**src/rtl/hps_led_pkg.sv**
```systemverilog
// Shared definitions for the HPS LED controller: register map, mode encoding
// and register field layout.
package hps_led_pkg;

   localparam logic [1:0] ADDR_CTRL    = 2'd0;
   localparam logic [1:0] ADDR_PATTERN = 2'd1;
   localparam logic [1:0] ADDR_TIMING  = 2'd2;
   localparam logic [1:0] ADDR_STATUS  = 2'd3;

   typedef enum logic [1:0] {
      MODE_OFF    = 2'b00,
      MODE_STATIC = 2'b01,
      MODE_BLINK  = 2'b10,
      MODE_PWM    = 2'b11
   } led_mode_e;

   localparam int CTRL_MODE_LSB     = 0;
   localparam int CTRL_MODE_W       = 2;
   localparam int CTRL_IRQ_EN_BIT   = 2;

   localparam int TIMING_PERIOD_LSB = 0;
   localparam int TIMING_PERIOD_W   = 24;
   localparam int TIMING_DUTY_LSB   = 24;
   localparam int TIMING_DUTY_W     = 8;

   localparam int STATUS_TICK_BIT   = 0;
   localparam int STATUS_PHASE_BIT  = 1;

   localparam int PWM_CNT_W         = 8;

endpackage

```
**src/rtl/led_prescaler.sv**
```systemverilog
// Blink prescaler: down-counter that reloads from period at zero, giving a
// tick every period+1 cycles and toggling phase on each tick.
module led_prescaler #(
   parameter int PRESCALE_W = 24
) (
   input  logic                  clk,
   input  logic                  reset_n,
   input  logic                  load,
   input  logic [PRESCALE_W-1:0] period,
   output logic                  tick,
   output logic                  phase
);

   logic [PRESCALE_W-1:0] cnt;

   // A reload from a register write takes precedence over a tick due in the same cycle.
   assign tick = (cnt == '0) && !load;

   always_ff @(posedge clk) begin
      if (!reset_n) begin
         cnt   <= '0;
         phase <= 1'b0;
      end else if (load) begin
         cnt   <= period;
         phase <= 1'b0;
      end else if (cnt == '0) begin
         cnt   <= period;
         phase <= ~phase;
      end else begin
         cnt   <= cnt - 1'b1;
      end
   end

endmodule

```
**src/rtl/hps_led_ctrl.sv**
```systemverilog
// Avalon-MM LED controller for the HPS bridge: OFF/STATIC/BLINK/PWM drive of a
// pattern register, with a sticky blink tick that can raise an interrupt.
module hps_led_ctrl
   import hps_led_pkg::*;
#(
   parameter int LED_W      = 10,
   parameter int PRESCALE_W = 24
) (
   input  logic             clk,
   input  logic             reset_n,
   input  logic [1:0]       avs_address,
   input  logic             avs_read,
   input  logic             avs_write,
   input  logic [31:0]      avs_writedata,
   output logic [31:0]      avs_readdata,
   output logic             avs_readdatavalid,
   output logic [LED_W-1:0] leds,
   output logic             irq
);

   led_mode_e                  mode;
   logic                       irq_en;
   logic [LED_W-1:0]           pattern;
   logic [TIMING_PERIOD_W-1:0] period;
   logic [TIMING_DUTY_W-1:0]   duty;
   logic                       tick_sticky;
   logic [PWM_CNT_W-1:0]       pwm_cnt;

   logic                       wr_ctrl;
   logic                       wr_pattern;
   logic                       wr_timing;
   logic                       wr_status;
   logic                       pre_load;
   logic [PRESCALE_W-1:0]      pre_period;
   logic                       tick;
   logic                       phase;
   logic [LED_W-1:0]           leds_next;
   logic [31:0]                rd_mux;

   assign wr_ctrl    = avs_write && (avs_address == ADDR_CTRL);
   assign wr_pattern = avs_write && (avs_address == ADDR_PATTERN);
   assign wr_timing  = avs_write && (avs_address == ADDR_TIMING);
   assign wr_status  = avs_write && (avs_address == ADDR_STATUS);

   // A TIMING write must start the prescaler from the period being written, not the stale one.
   assign pre_load   = wr_ctrl || wr_timing;
   assign pre_period = wr_timing ? avs_writedata[TIMING_PERIOD_LSB +: PRESCALE_W]
                                 : period[PRESCALE_W-1:0];

   led_prescaler #(
      .PRESCALE_W (PRESCALE_W)
   ) u_prescaler (
      .clk     (clk),
      .reset_n (reset_n),
      .load    (pre_load),
      .period  (pre_period),
      .tick    (tick),
      .phase   (phase)
   );

   always_ff @(posedge clk) begin
      if (!reset_n) begin
         mode    <= MODE_OFF;
         irq_en  <= 1'b0;
         pattern <= '0;
         period  <= '0;
         duty    <= '0;
      end else begin
         if (wr_ctrl) begin
            mode   <= led_mode_e'(avs_writedata[CTRL_MODE_LSB +: CTRL_MODE_W]);
            irq_en <= avs_writedata[CTRL_IRQ_EN_BIT];
         end
         if (wr_pattern) begin
            pattern <= avs_writedata[LED_W-1:0];
         end
         if (wr_timing) begin
            period <= avs_writedata[TIMING_PERIOD_LSB +: TIMING_PERIOD_W];
            duty   <= avs_writedata[TIMING_DUTY_LSB +: TIMING_DUTY_W];
         end
      end
   end

   // A tick arriving together with a W1C clear keeps the flag set.
   always_ff @(posedge clk) begin
      if (!reset_n) begin
         tick_sticky <= 1'b0;
      end else if (tick && (mode == MODE_BLINK)) begin
         tick_sticky <= 1'b1;
      end else if (wr_status && avs_writedata[STATUS_TICK_BIT]) begin
         tick_sticky <= 1'b0;
      end
   end

   assign irq = tick_sticky && irq_en;

   always_comb begin
      leds_next = '0;
      case (mode)
         MODE_STATIC: leds_next = pattern;
         MODE_BLINK:  leds_next = phase ? pattern : '0;
         MODE_PWM:    leds_next = (pwm_cnt < duty) ? pattern : '0;
         default:     leds_next = '0;
      endcase
   end

   always_ff @(posedge clk) begin
      if (!reset_n) begin
         pwm_cnt <= '0;
         leds    <= '0;
      end else begin
         pwm_cnt <= pwm_cnt + 1'b1;
         leds    <= leds_next;
      end
   end

   always_comb begin
      rd_mux = '0;
      case (avs_address)
         ADDR_CTRL: begin
            rd_mux[CTRL_MODE_LSB +: CTRL_MODE_W] = mode;
            rd_mux[CTRL_IRQ_EN_BIT]              = irq_en;
         end
         ADDR_PATTERN: begin
            rd_mux[LED_W-1:0] = pattern;
         end
         ADDR_TIMING: begin
            rd_mux[TIMING_PERIOD_LSB +: TIMING_PERIOD_W] = period;
            rd_mux[TIMING_DUTY_LSB +: TIMING_DUTY_W]     = duty;
         end
         default: begin
            rd_mux[STATUS_TICK_BIT]  = tick_sticky;
            rd_mux[STATUS_PHASE_BIT] = phase;
         end
      endcase
   end

   // Read data is captured from pre-edge state, so a same-cycle write is not visible.
   always_ff @(posedge clk) begin
      if (!reset_n) begin
         avs_readdata      <= '0;
         avs_readdatavalid <= 1'b0;
      end else begin
         avs_readdata      <= avs_read ? rd_mux : 32'd0;
         avs_readdatavalid <= avs_read;
      end
   end

endmodule

```
**config.mk**
```make
export PLATFORM = sky130hd
export DESIGN_NAME = hps_led_ctrl
export DESIGN_NICKNAME = d
export VERILOG_FILES = /design/src/rtl/hps_led_pkg.sv /design/src/rtl/led_prescaler.sv /design/src/rtl/hps_led_ctrl.sv
export SDC_FILE = /design/constraint.sdc
export NUM_CORES = 1
export LEC_CHECK = 0
export CAP_MARGIN = 20
export CELL_PAD_IN_SITES_DETAIL_PLACEMENT = 0
export CELL_PAD_IN_SITES_GLOBAL_PLACEMENT = 1
export CORE_MARGIN = 2
export CORE_UTILIZATION = 36
export DETAILED_ROUTE_END_ITERATION = 12
export HOLD_SLACK_MARGIN = 0.06
export PLACE_DENSITY = 0.79
export SLEW_MARGIN = 15
export SYNTH_ARGS = -nofsm -noshare
export SYNTH_HDL_FRONTEND = slang
export SYNTH_SLANG_ARGS = --single-unit
```
**constraint.sdc**
```tcl
create_clock -name clk -period 2.1 [get_ports clk]
set_input_delay 0.315 -clock clk [delete_from_list [all_inputs] [get_ports clk]]
set_output_delay 0.315 -clock clk [all_outputs]
set_load 0.005 [all_outputs]
```
* Yosys cells after proc, flatten, opt, wreduce, memory -nomap -nowiden
Index checks and enable logic that the tools add are counted.
** Word-level totals
- Bits in registers :: 122
- Input port bits :: 38
- Output and inout port bits :: 44
- Word-level logic and storage cells :: 51
** Cells by class
- Add/sub/neg operators :: 2
- $lt $le $gt $ge :: 1
- Equality and inequality tests :: 6
- Muxes and demuxes :: 11
- Bitwise operators :: 2
- Reduce and logical (&&, ||, !) cells :: 16
** Operators by type and width (count)
- $mux W24 :: 3
- $pmux W10 S3 :: 1
- $logic_not A24 Y1 :: 1
- $sub A24 B1 Y24 const B :: 1
- $mux W10 :: 2
- $pmux W7 S2 :: 1
- $add A8 B1 Y8 const B :: 1
- $eq A2 B2 Y1 const B :: 4
- $logic_and A1 B1 Y1 :: 8
- $lt A8 B8 Y1 :: 1
- $pmux W2 S3 :: 1
- $eq A2 B1 Y1 const B :: 2
- $pmux W1 S3 :: 1
- $reduce_and A3 Y1 :: 1
- $logic_not A2 Y1 :: 1
- $mux W1 :: 2
- $not A1 Y1 :: 2
- $reduce_and A2 Y1 :: 1
- $reduce_bool A2 Y1 :: 1
- $reduce_or A2 Y1 :: 1
- $logic_not A1 Y1 :: 1
- $logic_or A1 B1 Y1 :: 1

* Depth between registers and ports, before layout
Gate-level depths: netlist (run 1).
- Depth in word-level cells :: 7
- Mapped depth :: 9
- Depth with buffers taken out :: 7

* By module
Synthesis (run 1) repeated with hierarchy kept, for this count alone.
** Unflattened totals
- Cell total of the unflattened synthesis :: 551
- Area, all modules :: 4981.0 um^2
** Modules (own cells, without submodules)
- hps_led_ctrl :: times used 1, cells an instance 402, area each 3661.0 um^2, seq. area each 1941.9 um^2
- led_prescaler :: times used 1, cells an instance 149, area each 1320.0 um^2, seq. area each 500.5 um^2

* Least setup slack after synthesis (run 1)
OpenSTA, ideal clock, no wires.
- Kind :: flip-flop to flip-flop
- Start :: register u_prescaler.cnt[4]
- End :: register tick_sticky
- Library setup time :: 0.070 ns
- Data arrival time :: 1.910 ns
- Required time :: 2.030 ns
- Path slack :: 0.120 ns
- Cell stages (with the launch flop) :: 7
- Path buffers :: 1
- Clock period less this slack :: 1.980 ns
- Cells stage by stage :: dfxtp_1 > or4_1 > buf_2 > nor4_2 > nand4_1 > or4b_1 > a21boi_1
** On the way
- Word-level cells in the longest chain between the ends :: 4
- Elaborated cells between the ends (all ways) :: 5
- Those cells by class :: 1 x mux; 4 x reduce/logical
** Ends and longest elaborated chain
- from (decl) :: line led_prescaler.sv:14 : logic [PRESCALE_W-1:0] cnt;
- from (signal assigned) :: line led_prescaler.sv:24 : cnt <= period;
- from (signal assigned) :: line led_prescaler.sv:27 : cnt <= period;
- from (signal assigned) :: line led_prescaler.sv:30 : cnt <= cnt - 1'b1;
- $logic_not A24 Y1 (*) :: line led_prescaler.sv:17 : assign tick = (cnt == '0) && !load;
- $logic_and A1 B1 Y1 (*) :: line led_prescaler.sv:17
- $logic_and A1 B1 Y1 (*) :: line hps_led_ctrl.sv:87 : end else if (tick && (mode == MODE_BLINK)) begin
- $mux W1 or $reduce_bool A2 Y1 (tied branches)
- to (signal assigned) :: line hps_led_ctrl.sv:86 : tick_sticky <= 1'b0;
- to (signal assigned) :: line hps_led_ctrl.sv:88 : tick_sticky <= 1'b1;
- to (signal assigned) :: line hps_led_ctrl.sv:90 : tick_sticky <= 1'b0;
- to (decl) :: line hps_led_ctrl.sv:26 : logic tick_sticky;
Mark *: on every way between the ends. The rest lies on a longest branch, timed or not.
A chain may end at the register's enable or synchronous reset.

* Worst setup path in the final report (run 1)
- Start :: register u_prescaler.cnt[1]
- End :: register u_prescaler.cnt[17]
** On the way
- Word-level cells in the longest chain between the ends :: 3
- Elaborated cells between the ends (all ways) :: 4
- Those cells by class :: 1 x add/sub; 2 x mux; 1 x reduce/logical
** Ends and longest elaborated chain
- $sub A24 B1 Y24 or $logic_not A24 Y1 (tied branches) :: line led_prescaler.sv:30, led_prescaler.sv:26
- $mux W24 (*) :: line led_prescaler.sv:26 : end else if (cnt == '0) begin
- $mux W24 (*) :: line led_prescaler.sv:23 : end else if (load) begin
Marks and branches as above.

==> results.tsv, run 1 <==
stage	metric	value	unit
outcome	status	finished clean	
final_layout	utilization	0.526	
clock_tree	clock_latency	0.41	ns
logic_synthesis	synthTopCellsByCount	dfxtp_1, nand2_1, a21oi_1, a21boi_0, and2_1	
critical_path	crit_fanout	6	
drt	drtAntennaViolNets	0	
drt	route.detailed.drc	0	
power_and_ir_drop	power_leakage	2.57	nW
floorplanning	ioPinCount	82	
clock_tree	cts_tree	done	
power_and_ir_drop	ir_worst_vdd	0.574	mV
timing	fin_tns_setup	0	ns
critical_path	r2r_cells	9	
timing	fin_ws	0.0146	ns
final_layout	finalNetCount	695	
critical_path	cp.depth	9	
logic_synthesis	syn_nets	592	
logic_synthesis	avgSynthCellArea	8.97	sq um
timing	worst_slew_pin_slew	0.506	ns
final_layout	area_growth	43.5	%
clock_tree	clockBufferDepth	2	
grt	grt_pass1_vias	3883	
worst_hold_path	hold_end	leds[5]	
logic_synthesis	synth_area_leaders	dfxtp_1, nand2_1, a21boi_0	
drt	firstDrtPassIters	4	
timing	clock_skew	0.00651	ns
final_layout	drive_gt1_frac	0.159	
timing	setup_viol	0	
critical_path	cp.required	2.40	ns
critical_path	cp.arrival	2.38	ns
critical_path	cp_top_family	simple AND/OR/NAND/NOR gates	
logic_synthesis	synth.top_cell.area_share	0.505	
critical_path	critical-path-slowest-cell	or4b_4	
final_layout	stdcell_count	831	
timing	fin_crit_sh	0.993	
clock_tree	clkTransAtPathRegs	0.06	ns
place	place_ws	-0.0534	ns
grt	grt_max_degree	35	
floorplanning	dieWidth	120	microns
logic_synthesis	synth_adder_area_share	0.0388	
drt	drt_wl_total	12200	microns
floorplanning	initial_core_util	0.366	
logic_synthesis	yosys.area_share.simple	0.216	
timing	period_needed	2.09	ns
clock_tree	cts.sinks	122	
critical_path	reg2reg_from	u_prescaler.cnt[1]	
floorplanning	core-area	0.0132	sq mm
floorplanning	fp.dieH	120	microns
place	dpl.cell_count	794	
drt	drtIter0Drc	293	
logic_synthesis	synth_top_family_by_area	simple AND/OR/NAND/NOR gates	
critical_path	end_kind	flip-flop	
clock_tree	htree_levels	4	
power_and_ir_drop	p_per_area	949	mW/mm^2
drt	vias_per_cell	4.83	
critical_path	path_cells	inv_2, ha_4, or4b_4, nor4_4, buf_4, a31oi_4, clkbuf_16, a21oi_1, a21oi_1	
logic_synthesis	ys.flop_type	dfxtp_1	
timing	rsz0062_at_grt	true	
worst_hold_path	hold_class	reg2reg	
floorplanning	die_area	0.0144	sq mm
timing	fin_hold_ws	0.448	ns
logic_synthesis	synth_most_common_cell	dfxtp_1	
timing	hold_viol_final	0	
critical_path	critPathMaxStageDelay	0.48	ns
logic_synthesis	synthesis.area	0.00483	sq mm
worst_hold_path	hold_depth	2	
clock_tree	numCtsBuffers	17	
place	numPortBuffers	81	
drt	wire_per_inst	14.7	microns
critical_path	critPathKind	reg2reg	
logic_synthesis	yosys.area.top_type	dfxtp_1	
run	cap_violations	0	
grt	antenna_found_initial	0	
grt	overflow	0	
logic_synthesis	synthXorXnorAreaFrac	0.0489	
timing	slew_headroom	0.663	
drt	num_vias	4014	
logic_synthesis	yosysSeqAreaShare	0.505	
timing	maxSlewViolCount	0	
critical_path	crit_buf_inv	3	
critical_path	worstReg2RegEnd	u_prescaler.cnt[17]	
clock_tree	root_buffer	clkbuf_16	
logic_synthesis	ys_warn_count	0	
place	place.gp.congestion	0.845	
logic_synthesis	synthCells	539	
logic_synthesis	synth_cell_type_count	46	
logic_synthesis	synth_compound_area_frac	0.155	
grt	grt_pass1_wl	19000	microns
critical_path	crit_top_cell	a21oi_1	
worst_hold_path	min_from	pattern[5]	
logic_synthesis	synth_seq_cells	122	
logic_synthesis	synth_mux_area_frac	0.00207	
logic_synthesis	ys_async_sr_fraction	0	
logic_synthesis	synth_edf_count	0	
timing	fmax	480	MHz
final_layout	antenna_cells	0	
critical_path	rrSetupSlack	0.01	ns
place	hpwl	8060	microns
grt	grt_usage	0.168	
clock_tree	hold_buffers	0	
floorplanning	rows	42	
critical_path	cp-start-kind	flip-flop	
[layer usage]
| metal | up-vias | track usage | share of wire |
|---|---|---|---|
| li1 | 2027 | - | - |
| met3 | 20 | 0.0466 | 0.040 |
| met2 | 80 | 0.275 | 0.49 |
| met4 | 0 | 0.0625 | 0.015 |
| met1 | 1887 | 0.212 | 0.46 |
| met5 | - | 0 | 0 |
[state kept, by name (all words and copies together), names as in the netlist]
name,count
u_prescaler.cnt,24
tick_sticky,1
avs_readdatavalid,1
mode,2
pwm_cnt,8
period,24
u_prescaler.phase,1
avs_readdata,32
irq_en,1
duty,8
leds,10
pattern,10
[cell families (layout without fill, tap and decap cells)]
kind of cell    count (synthesis)  in the layout
simple gates                  217            217
buf+inv                        42            158
compound gates                115            115
xor+xnor                       27             27
mux                             1              1
fa+ha+maj                      15             15
flops                         122            122
[where the power goes]
group / leakage, nW / switching, W / internal, W
sequential: 0.992 / 0.000130 / 0.00245
clock: 0.289 / 0.00102 / 0.00192
combinational: 1.29 / 0.000524 / 0.000537
total: 2.57 / 0.00168 / 0.00491
[layout make-up]
type	instances	area, sq um
Clock buffer	21	460
Clock inverter	11	145
Fill cell	1157	6250
Inverter	12	45.0
Multi-Input combinational cell	375	2420
Sequential cell	122	2440
Tap cell	176	220
Timing Repair Buffer	114	1200
[metrics by stage]
stage	power, W	instance area (sq um)
after floorplan	0.00313	4830
after global placement	0.00348	6040
after detailed placement	0.00351	6040
after CTS	0.00650	6680
after global routing	0.00686	6940
final	0.00658	6940
[worst register-to-register path, cell delays in order (launching register included)]
cell,delay [ns]
dfxtp_2,0.32
inv_2,0.08
ha_4,0.14
or4b_4,0.49
nor4_4,0.16
buf_4,0.16
a31oi_4,0.19
clkbuf_16,0.24
a21oi_1,0.14
a21oi_1,0.05
[layout by cell type, fill, tap and decap left out, types with 3 or more instances in the layout]
cell and instances:
dfxtp_1 120, nand2_1 107, clkdlybuf4s50_1 80, a21boi_0 45, and2_1 32, nor2_1 30
a21oi_1 24, buf_4 23, clkbuf_16 21, a21oi_2 18, xor2_1 14, ha_1 14
xnor2_1 13, nand3_1 11, inv_1 10, a22oi_1 7, nor3_1 6, buf_12 6
a21oi_4 5, and3_1 4, nand4_1 3, nand2b_1 3, a21o_1 3, a222oi_1 3
nor4_4 3, clkinv_2 3, clkinvlp_4 3, bufinv_16 3
[worst max path at each step]
stage / startpoint / to / slack (ns)
2_1_floorplan: u_prescaler.cnt[4] / tick_sticky / 0.12
3_3_place_gp: avs_address[1] / u_prescaler.cnt[7] / 0.02
3_5_place_dp: u_prescaler.cnt[0] / u_prescaler.cnt[23] / -0.05
4_1_cts: u_prescaler.cnt[0] / u_prescaler.cnt[23] / 0.003
5_1_grt: u_prescaler.cnt[1] / u_prescaler.cnt[7] / -0.06
6_report: u_prescaler.cnt[1] / u_prescaler.cnt[17] / 0.01
[repair_timing]
action                     in CTS  in global routing
cloned                          0                  4
setup endpoints to repair      24                 25
gates resized for setup         5                 36
setup buffers                   0                  1
pin swaps                       1                 18
No activity file was read; power rests on OpenSTA's default activity.
==> run 2, diff against run 1 <==
--- a/config.mk
+++ b/config.mk
@@ -11,6 +11,7 @@
 export CORE_MARGIN = 2
 export CORE_UTILIZATION = 36
 export DETAILED_ROUTE_END_ITERATION = 12
+export GPL_ROUTABILITY_DRIVEN = 0
 export HOLD_SLACK_MARGIN = 0.06
 export PLACE_DENSITY = 0.79
 export SLEW_MARGIN = 15
==> constraint.sdc (replaced) <==
create_clock -name clk -period 2.1 [get_ports clk]
set_input_delay 0.42 -clock clk [delete_from_list [all_inputs] [get_ports clk]]
set_output_delay 0.42 -clock clk [all_outputs]
set_load 0.005 [all_outputs]
==> run 2 against run 1 <==
Sequential power about the same; total power decreased by 4.1%; critical path type unchanged; first-iteration DRC count decreased by 29%; fmax increased by 2.2%; routed wire length decreased by 2.1%; combinational power about the same; clock power decreased by 9.5%; flip-flop and latch count unchanged.
==> results.tsv, run 2 (synthesis gave the netlist of run 1 again) <==
stage	metric	value	unit	change
drt	firstDrtPassIters	5		+1
timing	fin_hold_ws	0.379	ns	-0.0689 ns
floorplanning	rows	42		unchanged
worst_hold_path	min_from	reset_n		
drt	drtIter0Drc	208		-29%
drt	wire_per_inst	14.3	microns	-2.6%
clock_tree	hold_buffers	0		unchanged
worst_hold_path	hold_depth	2		unchanged
place	numPortBuffers	81		unchanged
drt	route.detailed.drc	0		unchanged
floorplanning	fp.dieH	120	microns	unchanged
timing	rsz0062_at_grt	true		
run	cap_violations	0		unchanged
power_and_ir_drop	power_frac_comb	0.169		+0.008
critical_path	cp-start-kind	flip-flop		
critical_path	reg2reg_from	u_prescaler.cnt[1]		
clock_tree	clkTransAtPathRegs	0.05	ns	about the same
power_and_ir_drop	p_per_area	920	mW/mm^2	-3.0%
critical_path	r2r_cells	9		unchanged
power_and_ir_drop	switchingPower	0.00161	W	-4.1%
grt	antenna_found_initial	0		unchanged
timing	clock_skew	0.00488	ns	-0.00163 ns
drt	num_vias	3961		-1.3%
floorplanning	initial_core_util	0.366		unchanged
timing	worst_slew_pin_slew	0.520	ns	+0.0140 ns
clock_tree	root_buffer	clkbuf_16		
grt	grt_usage	0.166		-0.00275
power_and_ir_drop	internal_power	0.00470	W	-4.1%
grt	overflow	0		unchanged
clock_tree	clock_latency	0.41	ns	about the same
floorplanning	die_area	0.0144	sq mm	unchanged
power_and_ir_drop	power_leakage	2.55	nW	-0.90%
critical_path	rrSetupSlack	0.06	ns	+0.04 ns
power_and_ir_drop	clkPwrFrac	0.423		-0.025
worst_hold_path	hold_class	in2reg		
grt	grt_max_degree	49		+40%
final_layout	largest_register	avs_readdata		
final_layout	layout_commonest_cell	dfxtp_1		
timing	setup_viol	0		unchanged
critical_path	crit_path_start	u_prescaler.cnt[1]		
critical_path	cp.arrival	2.34	ns	-0.04 ns
clock_tree	htree_levels	4		unchanged
drt	drtAntennaViolNets	0		unchanged
drt	drt_wl_total	11900	microns	-2.1%
clock_tree	cts_tree	done		
final_layout	area_growth	41.9	%	
timing	slew_headroom	0.650		-0.0124
outcome	status	finished clean		
timing	period_needed	2.04	ns	-0.0444 ns
timing	hold_viol_final	0		unchanged
floorplanning	core-area	0.0132	sq mm	unchanged
critical_path	critPathKind	reg2reg		
timing	fin_tns_setup	0	ns	unchanged
grt	grt_pass1_wl	18700	microns	-1.8%
clock_tree	numCtsBuffers	17		unchanged
critical_path	worstReg2RegEnd	u_prescaler.cnt[21]		
floorplanning	dieWidth	120	microns	unchanged
timing	maxSlewViolCount	0		unchanged
final_layout	drive_gt1_frac	0.162		+0.00359
power_and_ir_drop	ir_worst_vdd	0.586	mV	+2.2%
grt	grt_pass1_vias	3857		-0.67%
place	hpwl	8010	microns	-0.63%
power_and_ir_drop	seqPwrFrac	0.408		+0.017
final_layout	top_regs	avs_readdata (32), period (24), u_prescaler.cnt (24)		
critical_path	end_kind	flip-flop		
critical_path	endpoint	u_prescaler.cnt[21]		
timing	fin_crit_sh	0.972		-0.0211
final_layout	finalNetCount	700		+0.72%
final_layout	antenna_cells	0		unchanged
clock_tree	clockBufferDepth	2		unchanged
clock_tree	cts.sinks	122		unchanged
final_layout	layout_common_cells	dfxtp_1, nand2_1, clkdlybuf4s50_1		
power_and_ir_drop	sw_frac_of_total	0.255		about the same
final_layout	largest_register_ffs	32		unchanged
critical_path	cp.required	2.40	ns	about the same
timing	fmax	490	MHz	+2.2%
critical_path	crit_fanout	6		unchanged
floorplanning	ioPinCount	82		unchanged
drt	vias_per_cell	4.74		-1.8%
-- run 2: cell types whose count changed in the layout (fill, tap and decap cells not counted), moves of 2 or more --
cell	previous run	this run
clkinv_2	3	5
buf_12	6	4
dfxtp_2	2	4
dfxtp_1	120	118
bufinv_16	3	1
buf_4	23	30
clkinv_4	2	0
-- run 2: per-stage QoR --
step	std cells	util	total power (W)	setup slack (ns)	cell area (sq um)
after global routing	835	0.520	0.00658	-0.0259	6860
final	835	0.520	0.00631	0.0590	6860
after CTS	827	0.500	0.00619	0.00000511	6590
after detailed placement	796	0.457	0.00350	-0.130	6030
after floorplan	539	-	0.00313	0.120	4830
after global placement	796	0.457	0.00348	-0.0918	6030
-- run 2: power groups by stage --
stage | sequential (W) | combinational [W] | clock, W
after floorplan | 0.00258 | 0.000548 | 0
after global routing | 0.00259 | 0.00116 | 0.00283
after global placement | 0.00260 | 0.000879 | 0
final | 0.00257 | 0.00107 | 0.00267
after CTS | 0.00256 | 0.000905 | 0.00272
after detailed placement | 0.00261 | 0.000892 | 0
-- run 2: per-layer routing --
layer | global-route usage | up-vias | share of wire
li1 | - | 2027 | -
met1 | 0.204 | 1824 | 0.45
met3 | 0.0409 | 19 | 0.047
met2 | 0.274 | 91 | 0.48
met4 | 0.0728 | 0 | 0.020
met5 | 0 | - | 0
-- run 2: what timing repair did --
action	4_1_cts	5_1_grt
hold endpoints to repair	0	0
gates cloned	0	4
resized for setup	2	38
buffers inserted	0	4
setup endpoints to repair	5	25
pin swaps	0	11
-- run 2: critical path: stages, from the launching register on --
cell and delay, ns:
dfxtp_2 0.32, inv_2 0.07, ha_4 0.13, or4b_4 0.47
nor4_4 0.22, buf_4 0.15, a31oi_4 0.15, clkbuf_16 0.23
a21oi_2 0.14, a21oi_1 0.04
-- run 2: how the worst min path moves through the flow --
stage | to | slack, ns
after floorplan | leds[0] | 0.42
after global placement | avs_readdata[21] | 0.44
after detailed placement | avs_readdata[19] | 0.44
after CTS | duty[5] | 0.36
after global routing | duty[5] | 0.38
final | duty[5] | 0.38
-- run 2: final cells by class --
type / instances / area (sq um)
fillers: 1186 / 6330
well taps: 176 / 220
clock buffers: 23 / 478
inverters: 12 / 45.0
multi-input cells: 375 / 2400
flip-flops and latches: 122 / 2450
clock inverters: 8 / 70.1
repair buffers: 119 / 1200
